### config.mk
export PLATFORM = sky130hd
export DESIGN_NAME = db15_joy_reader
export DESIGN_NICKNAME = d
export VERILOG_FILES = /design/src/rtl/db15_joy_reader.sv
export SDC_FILE = /design/constraint.sdc
export NUM_CORES = 1
export LEC_CHECK = 0
export BUFFER_PORTS_ARGS = -buffer_cell sky130_fd_sc_hd__buf_2
export CORE_MARGIN = 2
export CORE_UTILIZATION = 55
export DETAILED_ROUTE_END_ITERATION = 8
export GPL_TIMING_DRIVEN = 0
export PLACE_DENSITY_LB_ADDON = 0.12
export SLEW_MARGIN = 20
export SYNTH_ARGS = -nofsm -noshare
export SYNTH_HDL_FRONTEND = slang
export SYNTH_SLANG_ARGS = --single-unit
export TNS_END_PERCENT = 30
### constraint.sdc
create_clock -name clk -period 2.5 [get_ports clk]
set_input_delay 0.25 -clock clk [delete_from_list [all_inputs] [get_ports clk]]
set_output_delay 0.25 -clock clk [all_outputs]
set_load 0.01 [all_outputs]
### src/rtl/db15_joy_reader.sv
// db15_joy_reader
//   Serial reader for the DB15 joystick adapter. Drives the adapter's
//   shift-register chain with joy_clk / joy_load, shifts in 32 active-low
//   button bits and publishes two active-high 16-bit joystick words once per
//   frame. An all-zero frame is treated as a stuck/shorted data line and is
//   rejected (previous words are held, frame_err is raised).
//
// Parameters
//   CLK_DIV  clk cycles per half bit-period of joy_clk (3..255)
//   GAP      idle clk cycles between frames (1..65535)
//
// Ports
//   clk        in   core clock
//   reset_n    in   asynchronous active-low reset
//   joy_data   in   serial data from adapter, asynchronous, active-low
//   joy_clk    out  shift clock to adapter
//   joy_load   out  parallel-load strobe to adapter, active-low
//   joystick1  out  player 1 buttons, active-high
//   joystick2  out  player 2 buttons, active-high
//   frame_done out  one-cycle pulse on frame commit or reject
//   frame_err  out  1 when the last frame was rejected
module db15_joy_reader #(
  parameter int CLK_DIV = 8,
  parameter int GAP     = 1024
) (
  input  logic        clk,
  input  logic        reset_n,
  input  logic        joy_data,
  output logic        joy_clk,
  output logic        joy_load,
  output logic [15:0] joystick1,
  output logic [15:0] joystick2,
  output logic        frame_done,
  output logic        frame_err
);

  localparam logic [15:0] GAP_LAST = 16'(GAP - 1);
  localparam logic [15:0] LOAD_LAST = 16'(2 * CLK_DIV - 1);
  localparam logic [15:0] BIT_LAST = 16'(2 * CLK_DIV - 1);
  localparam logic [15:0] LOW_LAST = 16'(CLK_DIV - 1);
  localparam logic [15:0] HALF = 16'(CLK_DIV);

  typedef enum logic [1:0] {
    ST_IDLE  = 2'd0,
    ST_LOAD  = 2'd1,
    ST_SHIFT = 2'd2
  } state_e;

  state_e      state_q, state_d;
  logic [15:0] cnt_q, cnt_d;
  logic [4:0]  bit_q, bit_d;
  logic [31:0] raw_q, raw_d;
  logic [15:0] joy1_q, joy1_d;
  logic [15:0] joy2_q, joy2_d;
  logic        done_q, done_d;
  logic        err_q, err_d;
  logic [1:0]  sync_q;

  // Two-flop synchronizer; resets to "released" (1) so a reset never looks
  // like a pressed button.
  always_ff @(posedge clk or negedge reset_n) begin
    if (!reset_n) begin
      sync_q <= 2'b11;
    end else begin
      sync_q <= {sync_q[0], joy_data};
    end
  end

  // State register and datapath registers.
  always_ff @(posedge clk or negedge reset_n) begin
    if (!reset_n) begin
      state_q <= ST_IDLE;
      cnt_q   <= '0;
      bit_q   <= '0;
      raw_q   <= '1;
      joy1_q  <= '0;
      joy2_q  <= '0;
      done_q  <= 1'b0;
      err_q   <= 1'b0;
    end else begin
      state_q <= state_d;
      cnt_q   <= cnt_d;
      bit_q   <= bit_d;
      raw_q   <= raw_d;
      joy1_q  <= joy1_d;
      joy2_q  <= joy2_d;
      done_q  <= done_d;
      err_q   <= err_d;
    end
  end

  // Next-state logic. In SHIFT, cnt_q runs over one full bit-period:
  // 0..CLK_DIV-1 is the low half, CLK_DIV..2*CLK_DIV-1 the high half.
  always_comb begin
    state_d = state_q;
    cnt_d   = cnt_q;
    bit_d   = bit_q;
    raw_d   = raw_q;
    joy1_d  = joy1_q;
    joy2_d  = joy2_q;
    done_d  = 1'b0;
    err_d   = err_q;
    unique case (state_q)
      ST_IDLE: begin
        if (cnt_q == GAP_LAST) begin
          state_d = ST_LOAD;
          cnt_d   = '0;
        end else begin
          cnt_d = cnt_q + 16'd1;
        end
      end
      ST_LOAD: begin
        if (cnt_q == LOAD_LAST) begin
          state_d = ST_SHIFT;
          cnt_d   = '0;
          bit_d   = '0;
        end else begin
          cnt_d = cnt_q + 16'd1;
        end
      end
      ST_SHIFT: begin
        // Sample as late as possible in the low half so data shifted at the
        // previous rising edge has crossed the synchronizer.
        if (cnt_q == LOW_LAST) begin
          raw_d[bit_q] = sync_q[1];
        end
        if (cnt_q == BIT_LAST) begin
          cnt_d = '0;
          if (bit_q == 5'd31) begin
            state_d = ST_IDLE;
            done_d  = 1'b1;
            // All-zero means a shorted/stuck-low line, not "everything pressed".
            if (raw_q == 32'h0) begin
              err_d = 1'b1;
            end else begin
              joy1_d = ~raw_q[15:0];
              joy2_d = ~raw_q[31:16];
              err_d  = 1'b0;
            end
          end else begin
            bit_d = bit_q + 5'd1;
          end
        end else begin
          cnt_d = cnt_q + 16'd1;
        end
      end
      default: begin
        state_d = ST_IDLE;
        cnt_d   = '0;
      end
    endcase
  end

  // Output logic; decoded from registered state so reset takes effect at once.
  always_comb begin
    joy_load   = (state_q != ST_LOAD);
    joy_clk    = (state_q == ST_SHIFT) && (cnt_q >= HALF);
    joystick1  = joy1_q;
    joystick2  = joy2_q;
    frame_done = done_q;
    frame_err  = err_q;
  end

endmodule

==> impl_metrics.json, run 1 <==
{
  "status": "finished clean",
  "setup_tns_ps": 0,
  "synth_ff_type": "dfrtp_1",
  "syn-cell-area_um2": 4382,
  "ys_types": 43,
  "reg2reg_slack_ps": 220,
  "synth_nets": 402,
  "skew_ps": 11.10,
  "tritoncts": "yes",
  "required_ps": 2250,
  "max_cap_violations": 0,
  "vias": 2972,
  "cts_sinks": 91,
  "dieArea_um2": 8697,
  "cts_made_buffers": 9,
  "antenna_found_initial": 0,
  "internal_power_mw": 2.178,
  "grt_max_degree": 53,
  "grt_pass1_wl_um": 14480,
  "async_flop_share_pct": 100.0,
  "die_y_um": 93.26,
  "clock_path_buffers": 2,
  "syn_to_final_growth_pct": 14.08,
  "max_freq_ghz": 0.4247,
  "power_switching_share_pct": 20.31,
  "rsz0062_at_grt": "no",
  "clockRootBuffer": "clkbuf_8",
  "io_buffers": 38,
  "drc": 0,
  "path_clk_slew_ps": 90,
  "period_minus_slack_ps": 2355,
  "post_drt_wl_per_cell_um": 15.49,
  "critPathKind": "reg2out",
  "initial_core_util_pct": 56.70,
  "combPwrFrac_pct": 1.6,
  "gp_congestion": 0.8644,
  "pin_count": 39,
  "diodes": 0,
  "drive_above_1_share_pct": 26.29,
  "synth_edf_count": 0,
  "tightest_slew_ps": 651.8,
  "hpwl_um": 5927,
  "start_kind": "flop",
  "final-setup-viol-count": 0,
  "critPathMaxFanout": 10,
  "leakagePower_nw": 2.508,
  "ir_worst_vdd_mv": 0.3255,
  "rr_startpoint": "bit_q[0]",
  "synth_seq_cells": 91,
  "slew_violations": 0,
  "gr-total-overflow": 0,
  "num-fill-cells": 644,
  "yosysWarnings": 0,
  "drtIter0Drc": 87,
  "power.switching_mw": 0.5551,
  "postRouteAntennaNets": 0,
  "dieWidth_um": 93.26,
  "first_pass_iters": 5,
  "fp-row-count": 32,
  "clk_latency_ps": 370,
  "arrival_ps": 2100,
  "power.share.clock_pct": 44.4,
  "layout_setup_ws_ps": 145.4,
  "endpoint_kind": "output pin",
  "finalCritPeriodShare_pct": 94.19,
  "hold_depth": 0,
  "dp_slack_ps": 53.80,
  "avgSynthCellArea_um2": 11.29,
  "synthCells": 388,
  "layout.nets": 454,
  "ys_seq_area_share_pct": 52.94,
  "hold_violations": 0,
  "htree_levels": 3,
  "hold_path_end": "sync_q[1]",
  "grt_use_total_pct": 21.45,
  "p_seq_share_pct": 54.1,
  "core_area_um2": 7727,
  "hold_start": "sync_q[0]",
  "grt_pass1_vias": 2966,
  "via_per_inst": 5.433,
  "power_density_nw_per_um2": 546.7,
  "hp-class": "reg2reg",
  "slew_headroom_pct": 56.55,
  "r2r_cells": 8,
  "drt_wl_total_um": 8475,
  "r2r-end": "joystick1[6]"
}
## layout by cell type (no fill, tap or decap), types with 5 or more instances in the layout
cell type | Yosys | final
clkbuf_8 | 0 | 10
dfrtp_1 | 57 | 57
inv_1 | 43 | 43
buf_4 | 5 | 6
a22o_1 | 5 | 5
nor2_1 | 11 | 10
nor4_1 | 10 | 10
ha_1 | 11 | 9
mux2_2 | 8 | 8
mux2_1 | 25 | 25
dfstp_2 | 34 | 34
nand2_1 | 10 | 10
nand4_1 | 9 | 9
clkbuf_1 | 9 | 9
nand3_1 | 39 | 39
mux2i_1 | 32 | 32
buf_2 | 4 | 41
nor3_1 | 16 | 16
and4_1 | 6 | 6
o21ai_0 | 9 | 9
xor2_1 | 10 | 10
## cell families after synthesis
family / Yosys count / share of synthesized area (%)
AO/OA/AOI/OAI: 25 / 4.255
XOR/XNOR: 12 / 2.399
adder cells (fa/ha/maj): 11 / 3.141
buffers and inverters: 66 / 6.739
flip-flops: 91 / 52.94
multiplexers: 65 / 15.79
AND/OR/NAND/NOR: 118 / 14.73
## state kept, by name, summed over array words and instances (netlist names)
name and count:
bit_q 5, cnt_q 16, frame_done 1, frame_err 1
joystick1 16, joystick2 16, raw_q 32, state_q 2
sync_q 2
## layer usage
metal  wire length, µm  track usage [%]
met1              4003            29.47
met2              4040            34.11
met3               260            3.787
met4               169            8.211
met5                 0                0
## power by group through the flow
stage / sequential (mW) / clock (mW) / combinational (mW)
global route: 1.48 / 1.30 / 0.0509
CTS: 1.48 / 1.24 / 0.0448
detailed placement: 1.50 / 0 / 0.0423
floorplan: 1.50 / 0 / 0.00468
finish: 1.48 / 1.21 / 0.0426
global placement: 1.50 / 0 / 0.0373
## timing repair
action / 4_1_cts / 5_1_grt
gates resized for setup: 0 / 3
setup endpoints to repair: 0 / 31
endpoints found under the hold margin: 28 / 0
hold buffers: 2 / 0
setup buffers: 0 / 0
## per-stage QoR
stage / cells / area (µm²) / util, % / total power, mW / hold slack (ps)
floorplan: 388 / 4382 / - / 1.509 / -45.59
global placement: 528 / 4700 / 60.82 / 1.542 / 345.5
detailed placement: 529 / 4722 / 61.11 / 1.547 / 320.3
CTS: 547 / 4991 / 64.59 / 2.759 / 362.5
global route: 547 / 4999 / 64.69 / 2.829 / 370.7
finish: 547 / 4999 / 64.69 / 2.733 / 361.1
## layout make-up
type | count | area, µm² | area share (%)
clock buffers | 10 | 137.6 | 2.753
multi-input cells | 231 | 1774 | 35.49
repair buffers | 41 | 232.7 | 4.656
inverters | 43 | 161.4 | 3.229
well taps | 102 | 127.6 | 2.553
clock inverters | 6 | 111.4 | 2.228
plain buffers | 23 | 133.9 | 2.678
flip-flops and latches | 91 | 2320 | 46.41
## synth_stat cells (3+ instances only)
cell type,number,area share [%]
dfrtp_1,57,33
inv_1,43,3.7
nand3_1,39,4.5
dfstp_2,34,20
mux2i_1,32,7.3
mux2_1,25,6.4
nor3_1,16,1.8
ha_1,11,3.1
nor2_1,11,0.94
nand2_1,10,0.86
nor4_1,10,1.4
xor2_1,10,2.0
clkbuf_1,9,0.77
nand4_1,9,1.3
o21ai_0,9,1.0
mux2_2,8,2.1
and4_1,6,1.2
a22o_1,5,1.0
buf_4,5,0.86
buf_2,4,0.46
buf_6,3,0.77
nor2b_1,3,0.43
or3_1,3,0.43
## how the worst max path moves through the flow
| stage | startpoint | to | slack (ps) |
|---|---|---|---|
| finish | cnt_q[8] | joy_clk | 150 |
| floorplan | bit_q[0] | joystick1[0] | 550 |
| global placement | bit_q[0] | joystick1[1] | 80 |
| global route | cnt_q[8] | joy_clk | 20 |
| CTS | bit_q[0] | joystick1[10] | 10 |
| detailed placement | bit_q[0] | joystick1[10] | 50 |
## critical path, cell delays in order, from the launching register on
cell and delay [ps]:
dfrtp_1 470, nor4_1 510, and4_1 270, buf_4 160
buf_6 140, nor2b_1 60, buf_2 140
No activity file was read; power rests on OpenSTA's default activity.
==> inputs of run 2 (changes only) <==
CELL_PAD_IN_SITES_DETAIL_PLACEMENT = 0   (was unset)
CELL_PAD_IN_SITES_GLOBAL_PLACEMENT = 1   (was unset)
CORE_UTILIZATION = 48   (was 55)
HOLD_SLACK_MARGIN = 0.15   (was unset)
==> run 2 against run 1 <==
Compared with the run above: critical path depth up 2; combinational power up 4%; via count down 0.44%; cell count up 0.91%; largest power group unchanged; fmax up 3.9%; count of clock-buffer cells in the layout unchanged.
==> impl_metrics.json, run 2 (synthesized netlist as in run 1, its figures left out) <==
{
  "status": "finished clean",
  "top_register": "raw_q",
  "slew_violations": 0,
  "dieWidth_um": 99.55,
  "rsz0062_at_grt": "no",
  "endpoint_kind": "flop",
  "multiInputGateArea_um2": 1788,
  "pin_count": 39,
  "path_clk_slew_ps": 90,
  "io_buffers": 38,
  "via_per_inst": 5.361,
  "skew_ps": 12.56,
  "cts_sinks": 91,
  "ir_worst_vdd_mv": 0.2115,
  "gp_congestion": 0.8562,
  "grt_max_degree": 47,
  "required_ps": 2740,
  "first_pass_iters": 4,
  "cts_made_buffers": 9,
  "whs_ps": 368.0,
  "period_minus_slack_ps": 2265,
  "diodes": 0,
  "arrival_ps": 2500,
  "critPathMaxFanout": 10,
  "placed_cell_area_um2": 4737,
  "clockRootBuffer": "clkbuf_8",
  "hold_violations": 0,
  "num-fill-cells": 801,
  "slew_headroom_pct": 59.88,
  "post_drt_wl_per_cell_um": 15.91,
  "finalCritPeriodShare_pct": 90.62,
  "drtIter0Drc": 92,
  "gr-total-overflow": 0,
  "clock_path_buffers": 2,
  "layout.nets": 453,
  "htree_levels": 3,
  "seq_area_um2": 2321,
  "syn_to_final_growth_pct": 14.08,
  "die_y_um": 99.55,
  "initial_core_util_pct": 49.76,
  "final_cell_mix": "56 x dfrtp_1, 43 x inv_1, 41 x buf_2, 39 x nand3_1, 34 x dfstp_2",
  "tritoncts": "yes",
  "hp-class": "reg2reg",
  "critPathKind": "reg2reg",
  "drc": 0,
  "clk_latency_ps": 360,
  "grt_use_total_pct": 19.34,
  "max_freq_ghz": 0.4414,
  "max_cap_violations": 0,
  "core_area_um2": 8806,
  "final-setup-viol-count": 0,
  "final_area_um2": 4999,
  "start_kind": "flop",
  "leakagePower_nw": 2.499,
  "grt_pass1_wl_um": 15050,
  "layout_commonest_cell": "dfrtp_1",
  "grt_pass1_vias": 2988,
  "tightest_slew_ps": 601.8,
  "postRouteAntennaNets": 0,
  "drive_above_1_share_pct": 26.35,
  "largest_reg_flops": 32,
  "drt_wl_total_um": 8783,
  "hpwl_um": 6387,
  "vias": 2959,
  "power_density_nw_per_um2": 528.2,
  "dieArea_um2": 9909,
  "fp-row-count": 34,
  "antenna_found_initial": 0
}
run 2: changes by cell type in the layout (fill, tap and decap cells not counted), sizes merged:
cell	before	now
bufinv	3	2
clkinvlp	1	0
inv	44	46
clkbuf	20	19
run 2: through the flow:
| stage | instances | worst slack [ps] | total power, mW | TNS (ps) | utilization (%) |
|---|---|---|---|---|---|
| after floorplan | 388 | 551.4 | 1.509 | 0 | - |
| final | 552 | 234.6 | 2.640 | 0 | 56.76 |
| after global routing | 552 | 26.46 | 2.729 | 0 | 56.76 |
| after detailed placement | 535 | -71.93 | 1.549 | -1751 | 53.79 |
| after CTS | 553 | 8.609 | 2.674 | 0 | 56.58 |
| after global placement | 534 | -75.96 | 1.542 | -1792 | 53.45 |
run 2: critical path, cell delays in order, from the launching register on:
cell,delay (ps)
dfrtp_1,460
ha_4,230
inv_1,80
nor2_1,220
ha_2,290
and2_1,180
o2111ai_2,260
buf_4,300
mux2i_1,130
run 2: cell type report:
cell class                      count  share of cell area [%]
Buffer                             22                   2.603
Clock buffer                       10                   2.553
Clock inverter                      6                   1.902
Inverter                           43                   3.229
Multi-Input combinational cell    231                   35.77
Sequential cell                    91                   46.43
Tap cell                          108                   2.703
Timing Repair Buffer               41                   4.806
run 2: per-layer routing:
layer | track usage [%] | routed length, µm
met3 | 2.600 | 177
met2 | 32.59 | 4413
met4 | 8.219 | 139
met5 | 0 | 0
met1 | 25.10 | 4052
run 2: power by group:
group | switching [mW] | total, mW | internal, mW
sequential | 0.00140 | 1.48 | 1.48
clock | 0.541 | 1.12 | 0.577
combinational | 0.0349 | 0.0444 | 0.00946
total | 0.577 | 2.64 | 2.06
run 2: what timing repair did:
| action | CTS | global route |
|---|---|---|
| gates cloned | 0 | 0 |
| endpoints found under the hold margin | 39 | 0 |
| setup endpoints to repair | 30 | 32 |
| hold buffers | 2 | 0 |
| gates resized for setup | 1 | 4 |
| buffers inserted | 0 | 0 |
run 2: final timing paths:
kind	start	end	slack, ps	cells after the start
max in group asynchronous	reset_n	sync_q[1]	1350	3
max reg2reg	bit_q[1]	joystick1[0]	230	8
min	sync_q[0]	sync_q[1]	370	0
min reg2reg	sync_q[0]	sync_q[1]	370	0
min in group asynchronous	reset_n	joystick2[1]	440	2
max	bit_q[1]	joystick1[0]	230	8
==> inputs of run 3 (changes only) <==
CELL_PAD_IN_SITES_GLOBAL_PLACEMENT = 2   (was 1)
CORE_UTILIZATION = 40   (was 48)
==> run 3 against run 2 <==
Compared with the run above: clock skew down 2.0 ps; flip-flop and latch count did not move; critical path depth fell by 1; clock power fell by 11%; cell area rose by 0.63%; critical endpoint is now frame_err.
==> impl_metrics.json, run 3 (synthesized netlist as in run 1, its figures left out) <==
{
  "postRouteAntennaNets": 0,
  "ir_worst_vdd_mv": 0.2588,
  "hold_violations": 0,
  "rsz0062_at_grt": "no",
  "diodes": 0,
  "tritoncts": "yes",
  "syn_to_final_growth_pct": 14.79,
  "path_clk_slew_ps": 90,
  "drtIter0Drc": 78,
  "status": "finished clean",
  "top_register": "raw_q",
  "max_cap_violations": 0,
  "num-fill-cells": 1045,
  "cp.buffers_inverters": 1,
  "final-setup-viol-count": 0,
  "clockRootBuffer": "clkbuf_8",
  "cts_sinks": 91,
  "cts_made_buffers": 9,
  "die_y_um": 108.7,
  "final_cell_mix": "57 x dfrtp_1, 43 x inv_1, 41 x buf_2, 39 x nand3_1, 34 x dfstp_2",
  "gp_congestion": 0.7952,
  "htree_levels": 3,
  "post_drt_wl_per_cell_um": 15.83,
  "post-cts-setup-buffer-count": 0,
  "antenna_found_initial": 0,
  "core_area_um2": 10750,
  "vias": 2942,
  "hpwl_um": 6539,
  "grt_use_total_pct": 17.35,
  "dp.cells": 567,
  "period_minus_slack_ps": 2302,
  "final_cells": 585,
  "grt_pass1_vias": 2915,
  "clk_latency_ps": 370,
  "pin_count": 39,
  "start_kind": "flop",
  "critPathMaxStageDelay_ps": 510,
  "hp-class": "in2async",
  "dp_slack_ps": -157.3,
  "drt_wl_total_um": 9262,
  "global_route.peak_usage_layer": "met2",
  "dieWidth_um": 108.7,
  "layout_setup_ws_ps": 197.5,
  "grt_use_met1_pct": 22.90,
  "skew_ps": 10.56,
  "gr-total-overflow": 0,
  "arrival_ps": 2550,
  "power_density_nw_per_um2": 502.0,
  "cpMaxStageDelayCell": "dfrtp_1",
  "dieArea_um2": 11810,
  "path_cells": "ha_4 > inv_1 > nor2_1 > ha_2 > and2_1 > nor2b_1 > mux2_2",
  "drive_above_1_share_pct": 26.07,
  "via_per_inst": 5.029,
  "layout.nets": 454,
  "leakagePower_nw": 2.490,
  "max_freq_ghz": 0.4343,
  "met2_usage_pct": 28.44,
  "clock_path_buffers": 2,
  "grt_pass1_wl_um": 15560,
  "largest_reg_flops": 32,
  "slew_headroom_pct": 63.15,
  "slew_violations": 0,
  "fp-row-count": 38,
  "postLayoutCoreUtil_pct": 46.81,
  "drc": 0,
  "path_delay_family": "simple AND/OR/NAND/NOR gates",
  "critPathKind": "reg2reg",
  "io_buffers": 38,
  "required_ps": 2750,
  "critPathMaxFanout": 8,
  "layout_commonest_cell": "dfrtp_1",
  "grt_use_met3_pct": 3.407,
  "initial_core_util_pct": 40.78,
  "finalCritPeriodShare_pct": 92.10,
  "first_pass_iters": 5,
  "total_power_mw": 2.525,
  "grt_max_degree": 77,
  "tightest_slew_ps": 548.5,
  "endpoint_kind": "flop"
}
==> run 3: changes by cell type in the layout (fill, tap and decap cells not counted), sizes merged <==
| cell | before | now |
|---|---|---|
| clkbuf | 19 | 20 |
| bufinv | 2 | 1 |
| inv | 46 | 44 |
| clkinvlp | 0 | 1 |
| clkinv | 1 | 3 |
==> run 3: worst paths after layout <==
check                      startpoint  cells past startpoint  slack, ps            to
max                          bit_q[0]                      7        200     frame_err
min                           reset_n                      2        260  joystick2[1]
max reg2reg                  bit_q[0]                      7        200     frame_err
min reg2reg                 sync_q[0]                      0        370     sync_q[1]
max in group asynchronous     reset_n                      3       1590      raw_q[1]
min in group clk            sync_q[0]                      0        370     sync_q[1]
==> run 3: what timing repair did <==
action,in CTS,in global routing
hold buffers,2,0
endpoints found under the hold margin,58,0
endpoints found under the setup margin,31,31
gates resized for setup,2,4
==> run 3: power breakdown <==
| part | switching [mW] | internal [mW] | leakage [nW] |
|---|---|---|---|
| clock network | 0.537 | 0.465 | 0.0966 |
| logic | 0.0354 | 0.0101 | 1.26 |
| registers | 0.00158 | 1.48 | 1.13 |
| total | 0.574 | 1.95 | 2.49 |
==> run 3: worst register-to-register path, stage by stage, from the launching register on <==
cell and delay (ps):
dfrtp_1 510, ha_4 240, inv_1 80, nor2_1 230, ha_2 310, and2_1 210, nor2b_1 240, mux2_2 360
==> run 3: layout make-up <==
type / instances / area (µm²) / area share [%]
sequential: 91 / 2320 / 46.12
timing repair buffer: 41 / 244.0 / 4.851
inverter: 43 / 161.4 / 3.209
buffer: 23 / 137.6 / 2.736
multi-input combinational: 231 / 1799 / 35.77
tap: 140 / 175.2 / 3.483
clock buffer: 10 / 127.6 / 2.537
clock inverter: 6 / 65.06 / 1.294
==> run 3: metal layers <==
layer	vias up	part of all wire (%)
li1	1455	-
met1	1431	47
met2	44	49
met3	12	2.9
met4	0	1.4
met5	-	0
==> run 3: stage by stage <==
stage	TNS (ps)	cell area, µm²	hold WS [ps]
4_1_cts	0	4999	244.5
6_report	0	5030	264.5
3_5_place_dp	-3776	4781	89.48
5_1_grt	0	5030	262.5
3_3_place_gp	-2321	4747	354.8
2_1_floorplan	0	4382	-45.59
